--- config.mk ---
export PLATFORM = sky130hd
export DESIGN_NAME = light_phase_timer
export DESIGN_NICKNAME = d
export VERILOG_FILES = /design/src/rtl/light_phase_timer.sv
export SDC_FILE = /design/constraint.sdc
export NUM_CORES = 1
export LEC_CHECK = 0
export ABC_CLOCK_PERIOD_IN_PS = 3100
export BUFFER_PORTS_ARGS = -buffer_cell sky130_fd_sc_hd__buf_2
export CAP_MARGIN = 5
export CORE_UTILIZATION = 40
export DETAILED_ROUTE_END_ITERATION = 12
export PLACE_DENSITY_LB_ADDON = 0.1
export SLEW_MARGIN = 5
export SYNTH_ARGS = -nofsm -noshare
export SYNTH_HDL_FRONTEND = slang
export SYNTH_SLANG_ARGS = --single-unit
--- constraint.sdc ---
create_clock -name clk -period 3.1 [get_ports clk]
set_clock_uncertainty 0.2 [all_clocks]
set_input_delay 0.465 -clock clk [delete_from_list [all_inputs] [get_ports clk]]
set_output_delay 0.465 -clock clk [all_outputs]
set_load 0.03 [all_outputs]
--- src/rtl/light_phase_timer.sv ---
// Phase countdown for a traffic-light sequencer: times RED/GREEN/YELLOW, strobes step,
// shortens GREEN on pedestrian request and latches a sticky fault on illegal sequencing.
module light_phase_timer #(
  parameter int unsigned RED_TICKS    = 5,
  parameter int unsigned GREEN_TICKS  = 4,
  parameter int unsigned YELLOW_TICKS = 2,
  parameter int unsigned PED_TICKS    = 2,
  parameter int unsigned WAIT_MAX     = 4,
  parameter int unsigned CNT_W        = 8
) (
  input  logic             clk,
  input  logic             rst_n,
  input  logic [2:0]       light,
  input  logic             hold,
  input  logic             ped_req,
  output logic             step,
  output logic [CNT_W-1:0] remaining,
  output logic             ped_ack,
  output logic             fault
);

  localparam logic [2:0] LightRed    = 3'b100;
  localparam logic [2:0] LightGreen  = 3'b010;
  localparam logic [2:0] LightYellow = 3'b001;

  localparam logic [CNT_W-1:0] RedDur    = CNT_W'(RED_TICKS);
  localparam logic [CNT_W-1:0] GreenDur  = CNT_W'(GREEN_TICKS);
  localparam logic [CNT_W-1:0] YellowDur = CNT_W'(YELLOW_TICKS);
  localparam logic [CNT_W-1:0] PedDur    = CNT_W'(PED_TICKS);
  localparam logic [CNT_W-1:0] CntOne    = CNT_W'(1);

  localparam int unsigned WaitW = (WAIT_MAX < 2) ? 1 : $clog2(WAIT_MAX + 1);

  typedef enum logic [1:0] {StIdle, StRun, StWaitChg, StFault} state_e;

  state_e             state_q, state_d;
  logic [CNT_W-1:0]   remaining_q, remaining_d;
  logic               step_q, step_d;
  logic               ped_ack_q, ped_ack_d;
  logic               fault_q, fault_d;
  logic               ped_pend_q, ped_pend_d;
  logic [2:0]         prev_light_q, prev_light_d;
  logic [WaitW-1:0]   wait_q, wait_d;

  function automatic logic is_legal(input logic [2:0] l);
    return (l == LightRed) || (l == LightGreen) || (l == LightYellow);
  endfunction

  function automatic logic [CNT_W-1:0] dur(input logic [2:0] l);
    logic [CNT_W-1:0] d;
    case (l)
      LightRed:    d = RedDur;
      LightGreen:  d = GreenDur;
      LightYellow: d = YellowDur;
      default:     d = '0;
    endcase
    return d;
  endfunction

  logic pend_eff;
  logic ack;
  logic go_fault;

  always_comb begin
    state_d      = state_q;
    remaining_d  = remaining_q;
    step_d       = 1'b0;
    fault_d      = fault_q;
    prev_light_d = prev_light_q;
    wait_d       = wait_q;
    ack          = 1'b0;
    go_fault     = 1'b0;
    // A request arriving this cycle already counts towards shortening GREEN.
    pend_eff     = ped_pend_q | ped_req;

    unique case (state_q)
      StIdle: begin
        if (is_legal(light)) begin
          remaining_d  = dur(light);
          prev_light_d = light;
          state_d      = StRun;
          ack          = (light == LightRed) && ped_pend_q;
        end else begin
          go_fault = 1'b1;
        end
      end
      StRun: begin
        if (light != prev_light_q) begin
          go_fault = 1'b1;
        end else if (!hold) begin
          if (remaining_q <= CntOne) begin
            step_d      = 1'b1;
            remaining_d = '0;
            wait_d      = '0;
            state_d     = StWaitChg;
          end else if ((light == LightGreen) && pend_eff && (remaining_q > PedDur)) begin
            remaining_d = PedDur;
          end else begin
            remaining_d = remaining_q - CntOne;
          end
        end
      end
      StWaitChg: begin
        if (light == prev_light_q) begin
          if ((32'(wait_q) + 32'd1) >= WAIT_MAX) begin
            go_fault = 1'b1;
          end else begin
            wait_d = wait_q + WaitW'(1);
          end
        end else if (is_legal(light)) begin
          remaining_d  = dur(light);
          prev_light_d = light;
          state_d      = StRun;
          ack          = (light == LightRed) && ped_pend_q;
        end else begin
          go_fault = 1'b1;
        end
      end
      StFault: begin
        go_fault = 1'b1;
      end
    endcase

    if (go_fault) begin
      state_d     = StFault;
      fault_d     = 1'b1;
      remaining_d = '0;
      step_d      = 1'b0;
      ack         = 1'b0;
    end

    ped_ack_d  = ack;
    // Set wins over the clear on acknowledge.
    ped_pend_d = (ped_pend_q & ~ack) | ped_req;
  end

  always_ff @(posedge clk or negedge rst_n) begin
    if (!rst_n) begin
      state_q      <= StIdle;
      remaining_q  <= '0;
      step_q       <= 1'b0;
      ped_ack_q    <= 1'b0;
      fault_q      <= 1'b0;
      ped_pend_q   <= 1'b0;
      prev_light_q <= 3'b000;
      wait_q       <= '0;
    end else begin
      state_q      <= state_d;
      remaining_q  <= remaining_d;
      step_q       <= step_d;
      ped_ack_q    <= ped_ack_d;
      fault_q      <= fault_d;
      ped_pend_q   <= ped_pend_d;
      prev_light_q <= prev_light_d;
      wait_q       <= wait_d;
    end
  end

  assign step      = step_q;
  assign remaining = remaining_q;
  assign ped_ack   = ped_ack_q;
  assign fault     = fault_q;

endmodule

---- After elaboration in Yosys (flattened, before gate mapping) ----
Index checks and enable logic that the tools add are counted.
word-level totals
  register bits ........................... 20
  input bits .............................. 7
  output and inout port bits .............. 11
  logic and storage cells ................. 88
cells by class
  $add $sub $neg .......................... 3
  magnitude comparators ................... 3
  equality and inequality tests ........... 18
  multiplexer cells ....................... 39
  bitwise logic cells ..................... 4
  reductions and logical operators ........ 13
operators by type and width
  cell                                                                number
  two-way mux 8 bit                                                   7
  one-hot mux 8 bit (3 select lines)                                  1
  two-way mux 3 bit                                                   7
  two-way mux 1 bit                                                   12
  two-way mux 2 bit                                                   6
  != test 2 bit (second input constant)                               6
  != test 3 bit (second input constant)                               4
  one-hot mux 3 bit (2 select lines)                                  2
  one-hot mux 3 bit (3 select lines)                                  1
  > comparator 8 x 2 -> 1 bit (second input constant)                 1
  less-or-equal comparator 8 x 1 -> 1 bit (second input constant)     1
  subtractor 8 x 1 -> 8 bit (second input constant)                   1
  one-hot mux 2 bit (3 select lines)                                  1
  AND reduction 6 bit                                                 1
  AND reduction 5 bit                                                 1
  adder 3 x 1 -> 4 bit (second input constant)                        1
  equality test 2 bit (second input constant)                         2
  greater-or-equal comparator 4 x 3 -> 1 bit (second input constant)  1
  one-hot mux 1 bit (4 select lines)                                  1
  AND reduction 4 bit                                                 1
  nonzero test 2 bit                                                  2
  nonzero test 4 bit                                                  1
  adder 3 x 1 -> 3 bit (second input constant)                        1
  equality test 3 x 1 -> 1 bit (second input constant)                1
  other kinds (13)                                                    17

---- Longest topological paths before layout ----
Gate-level depths: netlist (run 1).
  depth after elaboration ................. 10
  gate-level depth with buffers ........... 10
  mapped depth without buffers ............ 8

---- Least setup slack after synthesis (run 1) ----
Ideal clock, no wire load.
  path type ............................... register to register
  start ................................... register remaining_q[0] (netlist: remaining[0])
  end ..................................... register remaining_q[5] (netlist: remaining[5])
  setup time .............................. 0.092 ns
  arrival time ............................ 2.188 ns
  data required time ...................... 2.808 ns
  path slack .............................. 0.619 ns
  stages on the path, launching flop included .. 9
  path buffers ............................ 0
  period minus slack after synthesis ...... 2.481 ns
  path through ............................ dfrtp_1 inv_1 ha_1 or2_2 a31oi_1 o21ai_2 nor3_1 nand3_1 o31ai_2
on the way
  cells in the longest elaborated chain, start to end .. 8
  elaborated cells on any way between the ends .. 10
  classes of those cells .................. add/sub: 1; order compare: 2; mux: 6; reduce/logical: 1
ends and longest elaborated chain
  item                                  line  text
  start: declaration                    37    logic [CNT_W-1:0] remaining_q, remaining_d;
  start signal: assignment              149   remaining_q <= remaining_d;
  > comparator 8 x 2 -> 1 bit           96    end else if ((light == LightGreen) && pend_eff && (remaining_q > PedDur)) begin
  logical AND 1 bit                     96
  two-way mux 8 bit                     96
  two-way mux 8 bit *                   91    if (remaining_q <= CntOne) begin
  two-way mux 8 bit *                   90    end else if (!hold) begin
  two-way mux 8 bit *                   88    if (light != prev_light_q) begin
  one-hot mux 8 bit (3 select lines) *  76    unique case (state_q)
  two-way mux 8 bit *                   124   if (go_fault) begin
Mark *: on every way between the ends. The rest lies on a longest branch, timed or not. The select of a mux whose other input is x is not followed.
A chain may end at the register's enable or synchronous reset.

---- Final worst setup path (run 1) ----
  start ................................... register state_q[0]
  end ..................................... register state_q[0]
on the way
  cells in the longest elaborated chain, start to end .. 4
  elaborated cells on any way between the ends .. 15
  classes of those cells .................. eq/ne: 7; mux: 5; reduce/logical: 3
ends and longest elaborated chain
  item                                                                              line  text
  start: declaration                                                                36    state_e state_q, state_d;
  start signal: assignment                                                          139   state_q <= StIdle;
  start signal: assignment                                                          148   state_q <= state_d;
  equality test 2 bit, or another cell as far along                                 76
  one-hot mux 1 bit (4 select lines) / two-way mux 2 bit (equally long branches)    --
  != test 3 bit (no source line), or another cell as far along                      --
  AND reduction 5 bit (no source line) / two-way mux 2 bit (equally long branches)  --
Parallel ways exist; a longest one is shown, timed or not. The select of a mux whose other input is x is not followed.

==> results of run 1 <==
cell type report:
| type | instances | area [sq um] | area share, % |
|---|---|---|---|
| multi-input combinational | 127 | 963.4 | 56.00 |
| sequential | 20 | 500.5 | 29.09 |
| timing repair buffer | 18 | 95.09 | 5.527 |
| tap | 48 | 60.06 | 3.491 |
| clock buffer | 3 | 41.29 | 2.400 |
| clock inverter | 1 | 30.03 | 1.745 |
| inverter | 8 | 30.03 | 1.745 |
routing by layer:
metal / GRT usage [%] / up-vias / wire length [um]
li1: - / 627 / -
met2: 28.16 / 47 / 1564
met1: 25.49 / 630 / 1672
met5: 0 / - / 0
met4: 5.556 / 0 / 74
met3: 4.930 / 11 / 236
worst max-delay path: stages, from the launching register on:
cell and delay (ns):
dfrtp_1 0.41, inv_1 0.11, ha_1 0.44, o21ai_1 0.12
a31o_1 0.25, a32oi_2 0.34, nand2_2 0.26, a211oi_1 0.28
o22ai_1 0.13
cell families (layout without fill, tap and decap cells):
logic type	count (synthesis)	in the layout	share of synthesized area [%]
AO/OA/AOI/OAI	47	47	22.35
XOR/XNOR	5	5	5.667
adder cells (fa/ha/maj)	8	8	6.385
buffers and inverters	16	30	6.624
flip-flops	20	20	31.92
multiplexers	8	8	5.666
AND/OR/NAND/NOR	59	59	21.39
registers in the layout, indices dropped and copies added (netlist names):
name and count:
fault 1, ped_ack 1, ped_pend_q 1, prev_light_q 3, remaining 8, state_q 2, step 1, wait_q 3
placed cells by master (no fill, tap or decap), types with 3 or more instances in the layout:
cell and instances:
dfrtp_1 20, o21ai_1 7, mux2_2 3, ha_1 8, nand3_1 8, nand4_1 3
buf_2 17, a21oi_1 6, o21ai_0 5, nor2_1 10, o21ai_2 3, inv_1 8
mux2i_1 4, nor3_1 4, clkbuf_8 3, nand2b_1 5, nand2_1 11
power by group:
group,leakage [nW],internal [mW],total [mW],switching [mW]
Clock,0.0357,0.173,0.267,0.0944
Combinational,0.469,0.0127,0.0379,0.0251
Sequential,0.253,0.261,0.261,0.0000000000000000239
Total,0.758,0.446,0.565,0.120
path summary, 6_finish.rpt:
kind / from / to / slack [ns] / cells after the start
setup / recovery: state_q[0]$_DFFE_PN0P_ / state_q[0]$_DFFE_PN0P_ / 0.45 / 8
hold / removal: ped_req / ped_pend_q$_DFF_PN0_ / 0.22 / 2
setup reg to reg: state_q[0]$_DFFE_PN0P_ / state_q[0]$_DFFE_PN0P_ / 0.45 / 8
hold reg to reg: fault$_DFFE_PN0P_ / fault$_DFFE_PN0P_ / 0.28 / 1
max in group asynchronous: rst_n / remaining[5]$_DFFE_PN0P_ / 1.90 / 2
min in group asynchronous: rst_n / prev_light_q[1]$_DFFE_PN0P_ / 0.48 / 2
per-stage QoR:
| stage | setup slack, ns | cells | power [mW] |
|---|---|---|---|
| floorplan | 0.6195 | 163 | 0.2930 |
| global placement | 0.5124 | 220 | 0.3031 |
| detailed placement | 0.5059 | 220 | 0.3029 |
| CTS | 0.4826 | 225 | 0.5685 |
| global route | 0.1639 | 225 | 0.5855 |
| finish | 0.4475 | 225 | 0.5653 |
==> metrics.txt, run 1 <==
status=complete, no violations; design area=1720 sq um; antenna violations before repair=0; fillers=366; TritonRoute pass-1 iters=4; CTS tree=yes; count of input and output buffers=17; DRT iter0 DRCs=89; post-route clock period utilization=85.56%; crit end category=register; Clk pin slew, worst setup/hold paths=0.08 ns; Startpoint Class=register; RSZ-0062 raised after global routing=false; worst min path class=in -> reg; DR vias=1,315; measured slew at the worst slew-check pin=0.4720 ns; setup_tns=0 ns; Avg Synthesized Cell Area=9.618 sq um; Pleak=0.7583 nW; Synth area leader=dfrtp_1; Clk Latency, worst-skew pair=0.26 ns; core area=3716 sq um; H-Tree Depth=1; hpwl dp=2581 um; Finished Core Util=46.30%; top cells by count, synth=dfrtp_1, nand2_1, nor2_1; ANT cells=0; via-per-instance ratio=5.844; row cnt=22; min Tclk post-route=2.652 ns; Hold Vio Cnt, Final=0; Clock Path Buffers=2; Final Setup Violations=0; Die Ht=64.61 um; Crit path arrival time=2.59 ns; WL final=3548 um; Slew Viols, Final=0; Net Count, Synth=178; CTS Hold Buffers Added=1; top-count cell post-synth=dfrtp_1; worst hold margin=0.2162 ns; crit-path max FO=14; Routed Antenna Nets=0; register area share after synthesis=31.92%; Async SR Flop Fraction=100.0%; drt wl/cell=15.77 um; max_cap viols=0; Setup CP Type=reg -> reg; Initial Utilization=42.19%; VDD IR max=0.2242 mV; Inserted Clock Buffers=3; top_reg_cell synth=dfrtp_1; Ys Warns=0; Cell variety after synth=54; Yosys top cell area share=31.92%; routability cong.=0.8531; drt drc=0; top post-synthesis cells by area=dfrtp_1, ha_1, buf_6; Syn Inst Count=163; Mapped Area=1568 sq um; Root Buffer=clkbuf_8; Remaining Overflow, GRT=0; number of gates resized after cts=0; die footprint=4174 sq um; #FFs+latches synth=20; I/O Pins=18; Post-CTS Setup Bufs=0; largest net degree at the start of global routing=21; first-pass GRT wire length=5982 um; Peak Freq=0.3770 GHz; Sink Count=20; Nets=193; WP data required=3.04 ns; layout cells sized above 1=23.73%; PwrDens=328.6 nW/um^2; area post-placement=1639 sq um; relative slew slack=68.53%; Die W=64.61 um; vias in the first global route=1,229; EDFF count, synth=0; P&R area growth vs syn=9.737%; GRT Util Overall=18.52%
No activity file was read; power rests on OpenSTA's default activity.
==> inputs of run 2 (changes only) <==
--- a/config.mk
+++ b/config.mk
@@ -5,6 +5,7 @@
 export SDC_FILE = /design/constraint.sdc
 export NUM_CORES = 1
 export LEC_CHECK = 0
+export ABC_AREA = 1
 export ABC_CLOCK_PERIOD_IN_PS = 3100
 export BUFFER_PORTS_ARGS = -buffer_cell sky130_fd_sc_hd__buf_2
 export CAP_MARGIN = 5
==> run 2 against run 1 <==
  * First-iteration DRC count decreased by 30%
  * Area after synthesis is 6.5% lower
  * Critical path depth grew 2
  * Via count decreased by 2.1%
  * Critical path type unchanged
==> metrics.txt, run 2 <==
status=complete, no violations; measured slew at the worst slew-check pin=0.4887 ns (+0.01670 ns); I/O Pins=18 (unchanged); drt drc=0 (unchanged); register area share after synthesis=34.16% (+2.2 points); WP data required=3.15 ns (+0.11 ns); Peak Freq=0.4531 GHz (+20%); Setup CP Type=reg -> reg; Remaining Overflow, GRT=0 (unchanged); first-pass GRT wire length=5395 um (-9.8%); most frequent cells in the layout=nand2_1, inv_1, dfrtp_1; Startpoint Class=register; Crit path arrival time=2.25 ns (-0.34 ns); Crit path buffers/inverters=1 (unchanged); DR vias=1,287 (-2.1%); r2r worst-path depth=10 (+2); Root Buffer=clkbuf_4; Async SR Flop Fraction=100.0% (unchanged); Mapped Area=1465 sq um (-6.5%); reg2reg start=state_q[1]$_DFFE_PN0P_; row cnt=21 (-4.5%); top post-synthesis cells by area=dfrtp_1, nand2_1, inv_1; max reg flops=8 (unchanged); Clock Path Buffers=2 (unchanged); #FFs+latches synth=20 (unchanged); layout cells sized above 1=21.40% (-2.3 points); WL final=3049 um (-14%); Final Setup Violations=0 (unchanged); Hold Vio Cnt, Final=0 (unchanged); Die W=62.52 um (-3.2%); die footprint=3909 sq um (-6.4%); crit end category=register; PwrDens=1075 nW/um^2 (+230%); GRT Util Overall=17.19% (-1.3 points); P&R area growth vs syn=11.53%; reg2reg end=remaining[2]$_DFFE_PN0P_; CTS tree=yes; Critical Path, Cell by Cell=inv_1 > ha_1 > or2_2 > a21oi_2 > nand3_1 > nand2_2 > nand2_4 > nand2_4 > nand2_1 > o21ai_2; Cell variety after synth=31 (-43%); Nets=231 (+20%); hpwl dp=2347 um (-9.1%); Routed Antenna Nets=0 (unchanged); top-count cell post-synth=nand2_1; worst min path class=in -> reg; crit-path max FO=16 (+2); drt wl/cell=11.68 um (-26%); Synth area leader=dfrtp_1; commonest non-fill, non-tap cell in the layout=nand2_1; Crit path top cell by count=nand2_4; antenna violations before repair=0 (unchanged); TritonRoute pass-1 iters=4 (unchanged); count of input and output buffers=17 (unchanged); R2R Setup Slk=0.89 ns (+0.45 ns); top_reg_cell synth=dfrtp_1; total chip power=1.757 mW (+210%); Sink Count=20 (unchanged); largest net degree at the start of global routing=21 (unchanged); Post-CTS Setup Bufs=0 (unchanged); Worst Hold Path EP=step$_DFF_PN0_; max_cap viols=0 (unchanged); VDD IR max=0.3590 mV (+60%); ANT cells=0 (unchanged); EDFF count, synth=0 (unchanged); vias in the first global route=1,197 (-2.6%); H-Tree Depth=1 (unchanged); routability cong.=0.7869 (-7.8%); post-route clock period utilization=71.20% (-14 points); Yosys top cell area share=34.16% (+2.2 points); min Tclk post-route=2.207 ns (-0.4453 ns); Die Ht=62.52 um (-3.2%); Clk pin slew, worst setup/hold paths=0.12 ns (+0.04 ns); Avg Synthesized Cell Area=7.437 sq um (-23%); top cells by count, synth=nand2_1, inv_1, dfrtp_1; relative slew slack=67.42% (-1.1 points); Pleak=0.8592 nW (+13%); Syn Inst Count=197 (+21%); Worst path max stage delay=0.43 ns (about the same); via-per-instance ratio=4.931 (-16%); Clk Latency, worst-skew pair=0.31 ns (+0.05 ns); DRT iter0 DRCs=62 (-30%); RSZ-0062 raised after global routing=false; Inserted Clock Buffers=3 (unchanged); highest-delay cell along the critical path=dfrtp_1; Initial Utilization=42.89% (+0.71 points); setup_tns=0 ns (unchanged); hold_sp=hold; Net Count, Synth=212 (+19%); Slew Viols, Final=0 (unchanged); Ys Warns=0 (unchanged); Hold Crit Depth=2 (unchanged); CP top delay family=simple AND/OR/NAND/NOR gates; core area=3416 sq um (-8.1%)
## run 2: cell types whose count changed in the layout (fill, tap and decap cells not counted), sizes merged, moves of 3 or more
cell | previous run | this run
inv | 8 | 29
mux2 | 4 | 0
mux2i | 4 | 1
nand2 | 12 | 54
nand2b | 5 | 0
nand3 | 8 | 22
nor2 | 10 | 16
nor3 | 5 | 2
o21ai | 15 | 18
o31ai | 3 | 0
## run 2: logic make-up after synthesis
group | after synthesis | share of synthesized area [%]
adder cells (fa/ha/maj) | 8 | 6.832
AO/OA/AOI/OAI | 30 | 13.58
AND/OR/NAND/NOR | 102 | 33.05
XOR/XNOR | 3 | 1.794
buffers and inverters | 33 | 9.906
multiplexers | 1 | 0.6832
flip-flops | 20 | 34.16
## run 2: report_power, final
| group | internal, mW | leakage, nW | switching (mW) | total [mW] |
|---|---|---|---|---|
| Sequential | 0.335 | 0.255 | 0.0710 | 0.406 |
| Combinational | 0.375 | 0.576 | 0.758 | 1.13 |
| Clock | 0.131 | 0.0279 | 0.0870 | 0.218 |
## run 2: worst max-delay path by stage
stage / start / depth (start not counted) / slack [ns] / endpoint
5_1_grt: state_q[0]$_DFFE_PN0P_ / 10 / 0.65 / remaining[2]$_DFFE_PN0P_
3_5_place_dp: light[0] / 12 / 0.88 / remaining[7]$_DFFE_PN0P_
4_1_cts: state_q[1]$_DFFE_PN0P_ / 10 / 0.88 / remaining[0]$_DFFE_PN0P_
6_report: state_q[1]$_DFFE_PN0P_ / 10 / 0.89 / remaining[2]$_DFFE_PN0P_
2_1_floorplan: remaining[1]$_DFFE_PN0P_ / 9 / 1.11 / wait_q[0]$_DFFE_PN0P_
3_3_place_gp: light[0] / 12 / 0.93 / remaining[4]$_DFFE_PN0P_
## run 2: what timing repair did
action / CTS / global route
hold buffers: 1 / 0
endpoints found under the hold margin: 20 / 0
resized for setup: 0 / 0
## run 2: layout make-up
class	instances	area, sq um
clock buffer	3	22.52
sequential	20	500.5
multi-input combinational	144	819.5
timing repair buffer	18	95.09
clock inverter	1	30.03
fill	360	1782
inverter	29	108.9
tap	46	57.56
## run 2: layer usage
layer | up-vias | share of wire [%] | wire length (um) | GRT usage, %
met5 | - | 0 | 0 | 0
met1 | 587 | 48 | 1472 | 22.23
li1 | 672 | - | - | -
met4 | 0 | 2.0 | 61 | 8.430
met2 | 23 | 47 | 1427 | 28.40
met3 | 5 | 2.9 | 87 | 1.825
## run 2: through the flow
stage                     area [sq um]  setup slack [ns]  hold slack [ns]  instances  utilization (%)
final                             1634            0.8928           0.1137        261            47.84
after global routing              1634            0.6549          0.09316        261            47.84
after CTS                         1634            0.8778           0.1064        261            47.84
after detailed placement          1572            0.8786           0.2562        256            46.01
after global placement            1572            0.9298           0.2456        256            46.01
after floorplan                   1465             1.108         -0.03059        197                -
==> inputs of run 3 (changes only) <==
--- a/config.mk
+++ b/config.mk
@@ -5,8 +5,8 @@
 export SDC_FILE = /design/constraint.sdc
 export NUM_CORES = 1
 export LEC_CHECK = 0
-export ABC_AREA = 1
-export ABC_CLOCK_PERIOD_IN_PS = 3100
+export ABC_AREA = 0
+export ABC_CLOCK_PERIOD_IN_PS = 2200
 export BUFFER_PORTS_ARGS = -buffer_cell sky130_fd_sc_hd__buf_2
 export CAP_MARGIN = 5
 export CORE_UTILIZATION = 40
==> constraint.sdc (replaced) <==
create_clock -name clk -period 2.2 [get_ports clk]
set_clock_uncertainty 0.2 [all_clocks]
set_input_delay 0.33 -clock clk [delete_from_list [all_inputs] [get_ports clk]]
set_output_delay 0.33 -clock clk [all_outputs]
set_load 0.03 [all_outputs]
==> run 3 against run 2 <==
  * Cell count up 3.1%
  * First-iteration DRC count up 63%
  * Register-to-register slack got worse by 0.83 ns
  * Sequential cell count is the same
  * Hold slack got worse by 0.018 ns
  * Design area increased by 38%
  * Core utilization rose by 13 points
  * Via count increased by 15%
  * Global-route usage grew 4.9 points
  * Clock-buffer cell count did not move
  * Largest cell class unchanged
==> metrics.txt, run 3 (synthesis gave the netlist of run 1 again) <==
clock power share=46.6% (+34 points); Peak Freq=0.4683 GHz (+3.4%); I/O Pins=18 (unchanged); PwrDens=363.5 nW/um^2 (-66%); routability cong.=0.8896 (+13%); crit-path max FO=4 (-12); die footprint=4174 sq um (+6.8%); worst min path class=in -> reg; Finished Core Util=60.67% (+13 points); hpwl dp=3061 um (+30%); post-route clock period utilization=97.05% (+26 points); max reg flops=8 (unchanged); area post-placement=1969 sq um (+25%); Pleak=1.009 nW (+17%); Clk pin slew, worst setup/hold paths=0.09 ns (-0.03 ns); min Tclk post-route=2.135 ns (-0.07199 ns); DR vias=1,477 (+15%); status=complete, no violations; RSZ-0062 raised after global routing=true; internal power=0.6384 mW (-24%); vias in the first global route=1,455 (+22%); WL final=4356 um (+43%); pre-CTS setup slack=-0.1228 ns (-1.001 ns); drt drc=0 (unchanged); WP data required=2.17 ns (-0.98 ns); P&R area growth vs syn=43.81%; Final Setup Violations=0 (unchanged); Remaining Overflow, GRT=0 (unchanged); via-per-instance ratio=5.491 (+11%); switching share of power=22.10% (-30 points); DRT iter0 DRCs=101 (+63%); H-Tree Depth=1 (unchanged); Gate power share=8.6% (-56 points); count of input and output buffers=17 (unchanged); Nets=237 (+2.6%); VDD IR max=0.2038 mV (-43%); Die W=64.61 um (+3.3%); Slew Viols, Final=0 (unchanged); Sw Pwr=0.1811 mW (-80%); core area=3716 sq um (+8.8%); Routed Antenna Nets=0 (unchanged); TritonRoute pass-1 iters=4 (unchanged); Clock Path Buffers=2 (unchanged); Hold Vio Cnt, Final=0 (unchanged); row cnt=22 (+4.8%); Inserted Clock Buffers=3 (unchanged); design area=2255 sq um (+38%); layout cells sized above 1=48.87% (+27 points); commonest non-fill, non-tap cell in the layout=buf_4; setup_tns=0 ns (unchanged); Startpoint Class=register; worst setup margin=0.06479 ns (-0.8280 ns); Reg power frac=44.8% (+22 points); largest net degree at the start of global routing=21 (unchanged); Initial Utilization=42.19% (-0.71 points); Setup CP Type=reg -> reg; drt wl/cell=16.19 um (+39%); Die Ht=64.61 um (+3.3%); measured slew at the worst slew-check pin=0.4834 ns (-0.005258 ns); Clk Latency, worst-skew pair=0.26 ns (-0.05 ns); most frequent cells in the layout=buf_4, buf_2, dfrtp_1; first-pass GRT wire length=7120 um (+32%); Sink Count=20 (unchanged); Root Buffer=clkbuf_8; ANT cells=0 (unchanged); relative slew slack=67.77% (+0.35 points); max_cap viols=0 (unchanged); GRT Util Overall=22.09% (+4.9 points); crit end category=register; CTS tree=yes; antenna violations before repair=0 (unchanged); Crit path arrival time=2.11 ns (-0.14 ns)
run 3: cell types whose count changed in the layout (fill, tap and decap cells not counted), sizes merged, moves of 4 or more:
| cell | before | now |
|---|---|---|
| buf | 17 | 59 |
| nand2 | 54 | 13 |
| inv | 29 | 8 |
| nand3 | 22 | 8 |
| nor2 | 16 | 10 |
| nand2b | 0 | 5 |
| mux2 | 0 | 4 |
run 3: final timing paths:
kind | start | endpoint | slack [ns] | cells past startpoint
worst max-delay path | prev_light_q[1]$_DFFE_PN0P_ | remaining[5]$_DFFE_PN0P_ | 0.06 | 6
worst min-delay path | ped_req | ped_pend_q$_DFF_PN0_ | 0.1 | 2
worst max register to register | prev_light_q[1]$_DFFE_PN0P_ | remaining[5]$_DFFE_PN0P_ | 0.06 | 6
worst min register to register | fault$_DFFE_PN0P_ | fault$_DFFE_PN0P_ | 0.27 | 1
max in group asynchronous | rst_n | remaining[0]$_DFFE_PN0P_ | 1.09 | 2
min in group asynchronous | rst_n | wait_q[2]$_DFFE_PN0P_ | 0.35 | 2
run 3: final cells by class:
class,count,area (sq um)
repair buffers,60,421.7
clock inverters,1,30.03
inverters,8,30.03
flip-flops and latches,20,505.5
clock buffers,3,41.29
fillers,323,1461
well taps,48,60.06
multi-input cells,129,1166
run 3: worst max-delay path, stage by stage, from the launching register on:
cell and delay [ns]:
dfrtp_2 0.45, xor2_4 0.18, o41ai_4 0.46, o21ai_4 0.16, nor3_2 0.26, nand3_1 0.15, o31ai_2 0.19
run 3: layer usage:
layer	track usage, %	vias to the layer above	share of wire, %
li1	-	722	-
met2	35.79	34	50
met1	31.04	719	46
met5	0	-	0
met4	6.111	0	0.53
met3	2.289	2	3.3
run 3: power by group through the flow:
stage          Clock, mW  Sequential [mW]  Combinational, mW
2_1_floorplan          0            0.375             0.0382
3_3_place_gp           0            0.375             0.0625
3_5_place_dp           0            0.375             0.0633
4_1_cts            0.384            0.367             0.0655
5_1_grt            0.396            0.367             0.0775
6_report           0.382            0.367             0.0706
run 3: timing repair:
| action | CTS | global route |
|---|---|---|
| gates resized for setup | 7 | 25 |
| pin swaps | 3 | 14 |
| setup endpoints to repair | 10 | 12 |
| hold endpoints to repair | 20 | 0 |
| buffers inserted | 0 | 4 |
| gates cloned | 1 | 1 |
| hold buffers | 1 | 0 |
run 3: through the flow:
step | instances | power, mW | hold WS [ns]
after floorplan | 163 | 0.4128 | -0.1656
after global placement | 258 | 0.4371 | 0.1178
after detailed placement | 258 | 0.4379 | 0.1169
after CTS | 264 | 0.8169 | 0.08674
after global routing | 269 | 0.8410 | 0.08961
final | 269 | 0.8195 | 0.09523
